$ cat src/rtl/cla_pipe_adder.sv
// Two-stage pipelined WIDTH-bit adder built from 4-bit carry-lookahead groups with
// a second-level lookahead unit. The optional out_ovf port is enabled by CLA_PIPE_OVF_EN.
module cla_pipe_adder #(
  parameter int unsigned WIDTH = 16
) (
  input  logic             clk,
  input  logic             rst_n,
  input  logic             in_valid,
  output logic             in_ready,
  input  logic [WIDTH-1:0] in_a,
  input  logic [WIDTH-1:0] in_b,
  input  logic             in_cin,
  output logic             out_valid,
  input  logic             out_ready,
  output logic [WIDTH-1:0] out_sum,
  output logic             out_cout,
  output logic             out_pg,
  output logic             out_gg
`ifdef CLA_PIPE_OVF_EN
  ,
  output logic             out_ovf
`endif
);

  localparam int unsigned NG = WIDTH / 4;

  generate
    if ((WIDTH % 4) != 0 || WIDTH < 4) begin : g_bad_width
      $error("cla_pipe_adder: WIDTH must be a multiple of 4 and >= 4");
    end
  endgenerate

  logic adv1, adv2, acc1;

  logic [WIDTH-1:0] p_in, g_in;
  logic [NG-1:0]    pg_in, gg_in;

  logic             s1_valid;
  logic [WIDTH-1:0] s1_p, s1_g;
  logic [NG-1:0]    s1_pg, s1_gg;
  logic             s1_cin;

  logic [NG:0]      gc;
  logic [WIDTH:0]   bc;
  logic [WIDTH-1:0] sum2;
  logic             gg_all;

  logic             s2_valid;
  logic [WIDTH-1:0] s2_sum;
  logic             s2_cout, s2_pg, s2_gg;
`ifdef CLA_PIPE_OVF_EN
  logic             s2_ovf;
`endif

  assign adv2     = s1_valid & (~s2_valid | out_ready);
  assign adv1     = ~s1_valid | adv2;
  assign acc1     = in_valid & adv1;
  assign in_ready = adv1;

  always_comb begin
    p_in  = in_a ^ in_b;
    g_in  = in_a & in_b;
    pg_in = '0;
    gg_in = '0;
    for (int unsigned k = 0; k < NG; k++) begin
      pg_in[k] = &p_in[4*k +: 4];
      gg_in[k] = g_in[4*k+3]
               | (p_in[4*k+3] & g_in[4*k+2])
               | (p_in[4*k+3] & p_in[4*k+2] & g_in[4*k+1])
               | (p_in[4*k+3] & p_in[4*k+2] & p_in[4*k+1] & g_in[4*k]);
    end
  end

  // Every carry is an explicit OR of product terms over the registered PG/GG or
  // P/G, so no carry depends on a previously computed carry except the group input.
  always_comb begin
    logic term;
    logic acc;
    term   = 1'b0;
    acc    = 1'b0;
    gc     = '0;
    gc[0]  = s1_cin;
    for (int unsigned k = 1; k <= NG; k++) begin
      acc = 1'b0;
      for (int unsigned j = 0; j < k; j++) begin
        term = s1_gg[j];
        for (int unsigned m = j + 1; m < k; m++) term = term & s1_pg[m];
        acc = acc | term;
      end
      term = s1_cin;
      for (int unsigned m = 0; m < k; m++) term = term & s1_pg[m];
      gc[k] = acc | term;
    end

    gg_all = 1'b0;
    for (int unsigned j = 0; j < NG; j++) begin
      term = s1_gg[j];
      for (int unsigned m = j + 1; m < NG; m++) term = term & s1_pg[m];
      gg_all = gg_all | term;
    end

    bc = '0;
    for (int unsigned k = 0; k < NG; k++) begin
      for (int unsigned i = 0; i < 4; i++) begin
        acc = 1'b0;
        for (int unsigned j = 0; j < i; j++) begin
          term = s1_g[4*k+j];
          for (int unsigned m = j + 1; m < i; m++) term = term & s1_p[4*k+m];
          acc = acc | term;
        end
        term = gc[k];
        for (int unsigned m = 0; m < i; m++) term = term & s1_p[4*k+m];
        bc[4*k+i] = acc | term;
      end
    end
    bc[WIDTH] = gc[NG];
    sum2      = s1_p ^ bc[WIDTH-1:0];
  end

  always_ff @(posedge clk) begin
    if (!rst_n) begin
      s1_valid <= 1'b0;
      s2_valid <= 1'b0;
    end else begin
      if (adv1)          s1_valid <= in_valid;
      if (adv2)          s2_valid <= 1'b1;
      else if (out_ready) s2_valid <= 1'b0;
    end
  end

  always_ff @(posedge clk) begin
    if (acc1) begin
      s1_p   <= p_in;
      s1_g   <= g_in;
      s1_pg  <= pg_in;
      s1_gg  <= gg_in;
      s1_cin <= in_cin;
    end
    if (adv2) begin
      s2_sum  <= sum2;
      s2_cout <= gc[NG];
      s2_pg   <= &s1_pg;
      s2_gg   <= gg_all;
`ifdef CLA_PIPE_OVF_EN
      s2_ovf  <= bc[WIDTH-1] ^ bc[WIDTH];
`endif
    end
  end

  assign out_valid = s2_valid;
  assign out_sum   = s2_sum;
  assign out_cout  = s2_cout;
  assign out_pg    = s2_pg;
  assign out_gg    = s2_gg;
`ifdef CLA_PIPE_OVF_EN
  assign out_ovf   = s2_ovf;
`endif

endmodule
$ cat config.mk
export PLATFORM = sky130hd
export DESIGN_NAME = cla_pipe_adder
export DESIGN_NICKNAME = d
export VERILOG_FILES = /design/src/rtl/cla_pipe_adder.sv
export SDC_FILE = /design/constraint.sdc
export NUM_CORES = 1
export LEC_CHECK = 0
export ABC_AREA = 1
export CORE_MARGIN = 2
export CORE_UTILIZATION = 50
export DETAILED_ROUTE_END_ITERATION = 16
export DONT_BUFFER_PORTS = 1
export HOLD_SLACK_MARGIN = 0.06
export PLACE_DENSITY = 0.72
export SETUP_SLACK_MARGIN = 0.2
export SLEW_MARGIN = 20
export SYNTH_ARGS = -nofsm -noshare
export SYNTH_HDL_FRONTEND = slang
export SYNTH_SLANG_ARGS = --single-unit
$ cat constraint.sdc
create_clock -name clk -period 1.95 [get_ports clk]
set_clock_uncertainty 0.1 [all_clocks]
set_input_delay 0.0975 -clock clk [delete_from_list [all_inputs] [get_ports clk]]
set_output_delay 0.0975 -clock clk [all_outputs]
set_load 0.005 [all_outputs]
==> flow_metrics.tcl, run 1 <==
set metrics [dict create \
    die_w_um 75.63 \
    track_usage_pct 17.66 \
    ys_types 13 \
    slowest_delay_ns 0.58 \
    htreeDepth 3 \
    synth_area_per_cell_um2 12.82 \
    total_leakage_power_uw 0.001382 \
    drive_gt1_share_pct 9.191 \
    slew_violations 0 \
    rows 26 \
    synth_nets 257 \
    synthXorXnorAreaFrac_pct 2.732 \
    post-route-period-util_pct 89.09 \
    io_buffer_count 0 \
    worst_pin_slew_ns 0.2532 \
    ys_seq_area_share_pct 67.12 \
    cts.sinks 58 \
    area_growth_pct 33.51 \
    cp_slowest_cell "dlygate4sd3_1" \
    nets 324 \
    start_kind "primary input" \
    drtPass1Iterations 7 \
    routed_wire_length_per_instance_um 13.22 \
    synth_warnings 0 \
    cp_cell_sequence "dlygate4sd3_1 > ha_1 > dlygate4sd3_1 > a21oi_1 > nand3_1" \
    cts_tree "yes" \
    cts_root_buffer "clkbuf_8" \
    wirelength_um 4520 \
    synthCells 200 \
    synth_mux_area_share_pct 0 \
    setup_viol_count_final 0 \
    ys_ff_latch 58 \
    io_pins 58 \
    path_buf_inv 2 \
    clock_path_buffers 2 \
    finalSetupTns_ns 0 \
    power.internal_uw 2299 \
    crit_fanout 2 \
    start_util_pct 50.87 \
    path_delay_family "buffers and inverters" \
    grt_setup_unrepaired "false" \
    grt_max_degree 38 \
    synth_top_family_by_area "simple AND/OR/NAND/NOR gates" \
    fin_crit_ns 1.737 \
    synth_compound_area_share_pct 1.951 \
    diodes 0 \
    fin_hold_ws_ns 0.2276 \
    ant_nets 0 \
    core_area_um2 5042 \
    comb_power_share_pct 11.8 \
    maxCapViolCount 0 \
    vias 1717 \
    clock_latency_ns 0.32 \
    grt_pass1_vias 1652 \
    outcome "finished clean" \
    globalRouteOverflowTotal 0 \
    synth_top_area_cell "edfxtp_1" \
    viasPerCell 5.020 \
    path_clk_slew_ns 0.07 \
    worstPathArrival_ns 1.71 \
    synthTopCellsByArea "edfxtp_1 66%, ha_1 9.8%, nand2_1 5.9%, nand3_1 4.9%, inv_1 2.6%" \
    die_area_um2 5719 \
    synth_fa_ha_area_share_pct 9.756 \
    critPathRequiredTime_ns 1.92 \
    drtIter0Drc 94 \
    numCtsBuffers 9 \
    grt_pass1_wl_um 7182 \
    dp_hpwl_um 2664 \
    path_common_cell "dlygate4sd3_1" \
    synth_simple_gate_area_share_pct 15.80 \
    synth_top_area_share_pct 65.56 \
    p_per_area_nw_per_um2 863.3 \
    slew_headroom_pct 83.12 \
    endpoint_kind "register" \
    peakVddDrop_mv 0.4464 \
    place_congestion 0.7791 \
    switching_share_pct 22.23 \
    dieHeight_um 75.63 \
    pwr-share-clk_pct 35.8 \
    hold_violations 0 \
    antenna_found_initial 0 \
    drc 0 \
    syn_area_um2 2565 \
    seq_power_share_pct 52.4 \
    fmax_mhz 575.6 \
    hold_path_class "primary input to register" \
    switching_power_uw 657.1 \
    path_class "primary input to register" \
]
[logic make-up after synthesis]
logic type | count (synthesis)
adder cells (fa/ha/maj) | 20
AO/OA/AOI/OAI | 9
XOR/XNOR | 8
AND/OR/NAND/NOR | 87
flip-flops | 58
buffers and inverters | 18
[placed cells by master, fill, tap and decap left out]
| cell type | netlist | layout |
|---|---|---|
| clkbuf_1 | 0 | 3 |
| clkinv_2 | 0 | 2 |
| ha_2 | 0 | 1 |
| inv_1 | 18 | 17 |
| a21o_1 | 2 | 2 |
| dlygate4sd3_1 | 0 | 53 |
| buf_12 | 0 | 1 |
| xor2_1 | 4 | 4 |
| a21oi_2 | 0 | 1 |
| a21oi_1 | 7 | 6 |
| nand2_1 | 40 | 39 |
| dfxtp_1 | 2 | 2 |
| edfxtp_1 | 56 | 56 |
| nor2_1 | 9 | 9 |
| nand3_1 | 25 | 24 |
| bufinv_16 | 0 | 1 |
| ha_1 | 20 | 19 |
| nand4_1 | 9 | 9 |
| nand3_2 | 4 | 5 |
| nand2_2 | 0 | 1 |
| xnor2_1 | 4 | 4 |
| buf_4 | 0 | 2 |
| clkbuf_8 | 0 | 10 |
| clkinvlp_4 | 0 | 1 |
[metrics by stage]
stage	util, %	worst slack [ns]	cells	total power, uW	instance area (um2)
finish	67.92	0.2127	342	2957	3425
global route	67.92	0.2093	342	3094	3425
CTS	67.57	0.2191	341	2967	3407
detailed placement	53.30	0.2335	272	1817	2688
global placement	53.30	0.3108	272	1809	2688
floorplan	-	0.2818	200	1746	2572
[per-layer routing]
| metal | wire length, um | vias to the layer above | GRT usage (%) |
|---|---|---|---|
| li1 | - | 860 | - |
| met1 | 1921 | 784 | 19.95 |
| met2 | 2307 | 65 | 29.47 |
| met3 | 187 | 8 | 4.233 |
| met4 | 104 | 0 | 12.28 |
| met5 | 0 | - | 0 |
[power by group through the flow]
stage,Sequential [uW],Combinational (uW),Clock (uW)
after floorplan,1560,186,0
after global placement,1570,239,0
after detailed placement,1570,243,0
after CTS,1550,341,1080
after global routing,1560,394,1140
final,1550,350,1060
[sequential cells by signal, indices dropped and copies added (netlist names)]
signal and flops:
out_cout 1, out_gg 1, out_pg 1, out_sum 16, out_valid 1, s1_cin 1
s1_g 12, s1_gg 4, s1_p 16, s1_pg 4, s1_valid 1
[what timing repair did]
item	CTS	global route
buffers inserted	0	1
endpoints found under the setup margin	0	2
hold buffers	53	0
resized for setup	0	3
endpoints found under the hold margin	37	0
[tightest hold or removal path, stage by stage]
cell	delay [ns]
inv_1	0.08
a21oi_2	0.06
buf_4	0.21
[synthesized netlist by cell type]
library cell	number
nand3_2	4
dfxtp_1	2
xor2_1	4
nand4_1	9
nand3_1	25
nand2_1	40
ha_1	20
nor2_1	9
a21oi_1	7
inv_1	18
xnor2_1	4
a21o_1	2
edfxtp_1	56
[final cells by class]
| cell class | count | area, um2 |
|---|---|---|
| fill | 357 | 1618 |
| clock buffer | 13 | 148.9 |
| clock inverter | 3 | 40.04 |
| tap | 70 | 87.58 |
| multi-input combinational | 124 | 789.5 |
| sequential | 58 | 1722 |
| timing repair buffer | 56 | 565.5 |
| inverter | 18 | 71.32 |
[path summary, 6_finish.rpt]
path / startpoint / to / slack [ns] / cells past startpoint
worst max-delay path: in_b[10] / s1_gg[2] / 0.21 / 5
worst min register to register: s1_gg[3] / out_gg / 0.45 / 2
worst min-delay path: out_ready / out_sum[13] / 0.23 / 3
worst max register to register: s1_cin / out_sum[14] / 0.31 / 7
(Power assumes the default switching activity.)
==> run 2: changes to the inputs <==
ABC_AREA = unset   (was 1)
==> flow_metrics.tcl, run 2 <==
set metrics [dict create \
    io_pins 58 \
    drive_gt1_share_pct 9.735 \
    fmax_mhz 536.1 \
    path_common_cell "a21o_1" \
    synth_top_area_cell "edfxtp_1" \
    synth_simple_gate_area_share_pct 6.377 \
    synthTopCellsByArea "edfxtp_1 70%, ha_1 10%, a21oi_1 3.1%, nand2_1 2.0%, nor2_1 1.7%" \
    n_fill_cell 309 \
    cts_tree "yes" \
    synth_top_family_by_area "adder cells" \
    ant_nets 0 \
    finalSetupTns_ns 0 \
    cp_slowest_cell "edfxtp_1" \
    slew_headroom_pct 68.01 \
    path_class "register to register" \
    r2r_end "out_sum[15]" \
    die_area_um2 5357 \
    peakVddDrop_mv 0.4988 \
    layout.cells.most_common_list "56 x edfxtp_1, 52 x dlygate4sd3_1, 17 x ha_1, 15 x a21oi_1, 13 x nand2_1" \
    fin_crit_ns 1.865 \
    clock_path_buffers 2 \
    nets 278 \
    grt_max_degree 38 \
    die_w_um 73.19 \
    dp_hpwl_um 2462 \
    synthXorXnorAreaFrac_pct 2.927 \
    drtIter0Drc 52 \
    drc 0 \
    slowest_delay_ns 0.39 \
    grt_pass1_wl_um 7058 \
    track_usage_pct 18.45 \
    clock_latency_ns 0.33 \
    numCtsBuffers 9 \
    start_util_pct 51.36 \
    synth_warnings 0 \
    viasPerCell 5.364 \
    dieHeight_um 73.19 \
    endpoint_kind "register" \
    htreeDepth 3 \
    synthCells 153 \
    cp_cell_sequence "a21o_1 > a21o_1 > a21o_1 > ha_4 > o211ai_1 > nand2_1 > xor2_1" \
    slew_violations 0 \
    ys_seq_area_share_pct 71.93 \
    synthFlopType "edfxtp_1" \
    drtPass1Iterations 4 \
    routed_wire_length_per_instance_um 15.62 \
    vias 1502 \
    synth.most_common_cell "edfxtp_1" \
    async_flop_share_pct 0 \
    p_per_area_nw_per_um2 891.1 \
    synth_common_cells "56 x edfxtp_1, 20 x ha_1, 15 x a21oi_1, 13 x nand2_1, 11 x nor2_1" \
    wirelength_um 4373 \
    start_kind "register" \
    crit_fanout 3 \
    post-route-period-util_pct 95.66 \
    place_area_um2 2475 \
    stdcell_area_um2 3241 \
    core_area_um2 4661 \
    synth_fa_ha_area_share_pct 10.45 \
    grt_pass1_vias 1595 \
    reg2reg_depth 7 \
    syn_area_um2 2394 \
    globalRouteOverflowTotal 0 \
    maxCapViolCount 0 \
    cts_root_buffer "clkbuf_8" \
    synth_compound_area_share_pct 8.312 \
    io_buffer_count 0 \
    rows 25 \
    ys_ff_latch 58 \
    place_congestion 0.7231 \
    hold_path_class "primary input to register" \
    total_leakage_power_uw 0.001215 \
    area_growth_pct 35.39 \
    holdPathStages 1 \
    hold_violations 0 \
    diodes 0 \
    grt_setup_unrepaired "true" \
    hp-start "in_valid" \
    r2r-start "s1_pg[0]" \
    synth_area_per_cell_um2 15.64 \
    cts.sinks 58 \
    path_clk_slew_ns 0.06 \
    layout.cells.non_filler 280 \
    synth_edf_count 56 \
    dp.cells 208 \
    rrSetupSlack_ns 0.08 \
    hold_path_end "s1_g[8]" \
    setup_viol_count_final 0 \
    worst_pin_slew_ns 0.4798 \
    final_common_cell "edfxtp_1" \
    critPathRequiredTime_ns 1.93 \
    synth_mux_area_share_pct 0 \
    synth_nets 210 \
    worstPathArrival_ns 1.85 \
    ys_types 17 \
    synth_top_area_share_pct 70.26 \
    antenna_found_initial 0 \
    outcome "finished clean" \
]
[run 2: logic make-up (layout without fill, tap and decap cells)]
group / count (synthesis) / after routing
AO/OA/AOI/OAI: 33 / 33
flip-flops: 58 / 58
buffers and inverters: 0 / 73
adder cells (fa/ha/maj): 20 / 20
XOR/XNOR: 8 / 8
AND/OR/NAND/NOR: 34 / 34
[run 2: timing repair]
action / CTS / global route
setup buffers: 2 / 2
endpoints found under the setup margin: 41 / 7
hold endpoints to repair: 36 / 0
pin swaps: 1 / 7
gates resized for setup: 2 / 5
hold buffers: 53 / 0
[run 2: power by group]
group          switching [uW]  leakage (uW)  total [uW]  internal (uW)
Combinational             143      0.000566         333            189
Clock                     440     0.0000875        1010            574
Sequential               50.4      0.000561        1540           1490
[run 2: layout make-up]
class | count | area [um2] | share of cell area (%)
repair buffers | 57 | 558.0 | 17.22
multi-input cells | 95 | 716.9 | 22.12
clock inverters | 5 | 45.04 | 1.390
well taps | 54 | 67.56 | 2.085
clock buffers | 11 | 131.4 | 4.054
flip-flops and latches | 58 | 1722 | 53.13
[run 2: metal layers]
metal	track usage, %	part of all wire (%)	vias to the layer above
li1	-	-	727
met1	19.83	41	714
met2	30.93	52	55
met3	7.873	5.9	6
met4	9.259	1.3	0
met5	0	0	-
[run 2: per-stage QoR]
stage,worst slack [ns],hold slack [ns],power (uW),util (%)
after CTS,0.1115,0.1448,2871,68.67
after global routing,0.02267,0.1602,2999,69.53
final,0.08456,0.1643,2888,69.53
after detailed placement,0.08196,0.09650,1766,53.10
after global placement,0.1201,0.09658,1753,53.10
after floorplan,0.1823,0.09637,1705,-
[run 2: worst max-delay path by stage]
stage,start,end,cells after the start
6_report,s1_pg[0],out_sum[15],7
5_1_grt,s1_pg[0],out_sum[15],7
4_1_cts,s1_cin,out_sum[15],7
2_1_floorplan,s1_cin,out_sum[15],7
3_3_place_gp,s1_cin,out_sum[15],7
3_5_place_dp,s1_cin,out_sum[14],7
[run 2: worst max-delay path: cells and delay by family (launching register included)]
kind	cells	cell delay, ns
flops	1	0.39
compound gates	4	0.74
fa+ha+maj	1	0.17
simple gates	1	0.09
xor+xnor	1	0.14
==> run 3: changes to the inputs <==
RECOVER_POWER = 25   (was unset)
SETUP_SLACK_MARGIN = unset   (was 0.2)
==> flow_metrics.tcl, run 3 (same netlist as run 2, synthesis figures left out) <==
set metrics [dict create \
    hold_path_class "primary input to output port" \
    drtPass1Iterations 4 \
    track_usage_pct 19.00 \
    final_common_cell "edfxtp_1" \
    start_kind "register" \
    grt_max_degree 38 \
    holdPathStages 2 \
    path_class "register to register" \
    io_pins 58 \
    place_area_um2 2480 \
    reg2reg_depth 7 \
    switching_power_uw 625.8 \
    path_clk_slew_ns 0.06 \
    htreeDepth 3 \
    cts.sinks 58 \
    grt_busiest_layer "met2" \
    numCtsBuffers 9 \
    grt.met2_usage_pct 34.93 \
    layout.cells.most_common_list "56 x edfxtp_1, 53 x dlygate4sd3_1, 19 x ha_1, 15 x a21oi_1, 13 x nand2_1" \
    r2r-start "s1_pg[0]" \
    total_leakage_power_uw 0.001203 \
    vias 1540 \
    place_congestion 0.7709 \
    fin_crit_ns 1.897 \
    endpoint_kind "register" \
    die_area_um2 5357 \
    routed_wire_length_per_instance_um 16.64 \
    drive_gt1_share_pct 8.850 \
    ant_nets 0 \
    outcome "finished clean" \
    cts_root_buffer "clkbuf_8" \
    rows 25 \
    clock_path_buffers 2 \
    grt_pass1_vias 1587 \
    grt_use_met1_pct 19.15 \
    drc 0 \
    diodes 0 \
    dpl_worst_slack_ns 0.001185 \
    worstPathArrival_ns 1.87 \
    clock_latency_ns 0.32 \
    wirelength_um 4660 \
    dieHeight_um 73.19 \
    slew_violations 0 \
    use_met3_pct 5.525 \
    finalWorstSetupSlack_ns 0.05341 \
    nets 278 \
    area_growth_pct 32.93 \
    peakVddDrop_mv 0.4937 \
    start_util_pct 51.36 \
    dp_hpwl_um 2629 \
    switching_share_pct 22.77 \
    seq_power_share_pct 56.1 \
    setup_viol_count_final 0 \
    comb_power_share_pct 11.9 \
    p_per_area_nw_per_um2 863.9 \
    hold_violations 0 \
    antenna_found_initial 0 \
    die_w_um 73.19 \
    rrSetupSlack_ns 0.05 \
    grt_setup_unrepaired "true" \
    slew_headroom_pct 42.67 \
    power.internal_uw 2123 \
    pwr-share-clk_pct 32.0 \
    stdcell_area_um2 3182 \
    fmax_mhz 527.3 \
    globalRouteOverflowTotal 0 \
    worst_pin_slew_ns 0.8600 \
    post-route-period-util_pct 97.26 \
    viasPerCell 5.500 \
    drtIter0Drc 64 \
    grt_pass1_wl_um 7272 \
    critPathRequiredTime_ns 1.92 \
    crit_fanout 3 \
    hp-start "out_ready" \
    cts_tree "yes" \
    maxCapViolCount 0 \
    r2r_end "out_sum[15]" \
    core_area_um2 4661 \
    hold_path_end "in_ready" \
    io_buffer_count 0 \
]
## run 3: cell types whose count changed in the layout (fill, tap and decap cells not counted), moves of 2 or more
cell / change
clkinv_1: -3
clkinv_2: +3
ha_1: +2
ha_4: -3
## run 3: cell type report
type	instances	area, um2
Multi-Input combinational cell	95	678.2
Clock inverter	4	18.77
Tap cell	54	67.56
Fill cell	321	1479
Clock buffer	12	135.1
Timing Repair Buffer	57	560.5
Sequential cell	58	1722
## run 3: power by group through the flow
stage	registers (uW)	logic [uW]	clock network [uW]
floorplan	1550	153	0
global placement	1560	194	0
detailed placement	1570	206	0
CTS	1540	311	895
global route	1550	362	940
finish	1540	328	880
## run 3: per-stage QoR
stage	utilization (%)	std cells	hold slack (ns)	total power, uW	setup TNS [ns]
after floorplan	-	153	0.09637	1705	0
after global placement	53.21	209	0.09664	1756	0
after detailed placement	53.21	209	0.09671	1772	0
after CTS	67.89	278	0.2580	2747	0
after global routing	68.27	280	0.2760	2853	-0.06981
final	68.27	280	0.2551	2749	0
## run 3: layer usage
metal | wire (um) | vias to the layer above
met4 | 58 | 0
met5 | 0 | -
met2 | 2608 | 52
met3 | 214 | 7
li1 | - | 727
met1 | 1778 | 754
## run 3: repair_timing
item / in CTS / in global routing
pin swaps: 1 / 4
endpoints found under the hold margin: 35 / 0
setup buffers: 0 / 2
hold buffers: 53 / 0
resized for setup: 0 / 1
endpoints found under the setup margin: 1 / 2
## run 3: worst max-delay path by stage
stage                          from          end  slack, ns  cells past startpoint
final                      s1_pg[0]  out_sum[15]       0.05                      7
after global routing       s1_pg[0]  out_sum[15]      -0.04                      7
after CTS                  s1_pg[0]  out_sum[15]       0.01                      7
after detailed placement     s1_cin  out_sum[15]      0.001                      7
after global placement       s1_cin  out_sum[15]       0.09                      7
after floorplan           out_valid     out_cout       0.11                      2
## run 3: worst max-delay path, cell delays in order (launching register included)
cell      delay [ns]
edfxtp_1        0.40
a21o_1          0.21
a21o_1          0.21
a21o_1          0.17
ha_2            0.18
o211ai_1        0.15
nand2_1         0.08
xor2_1          0.14
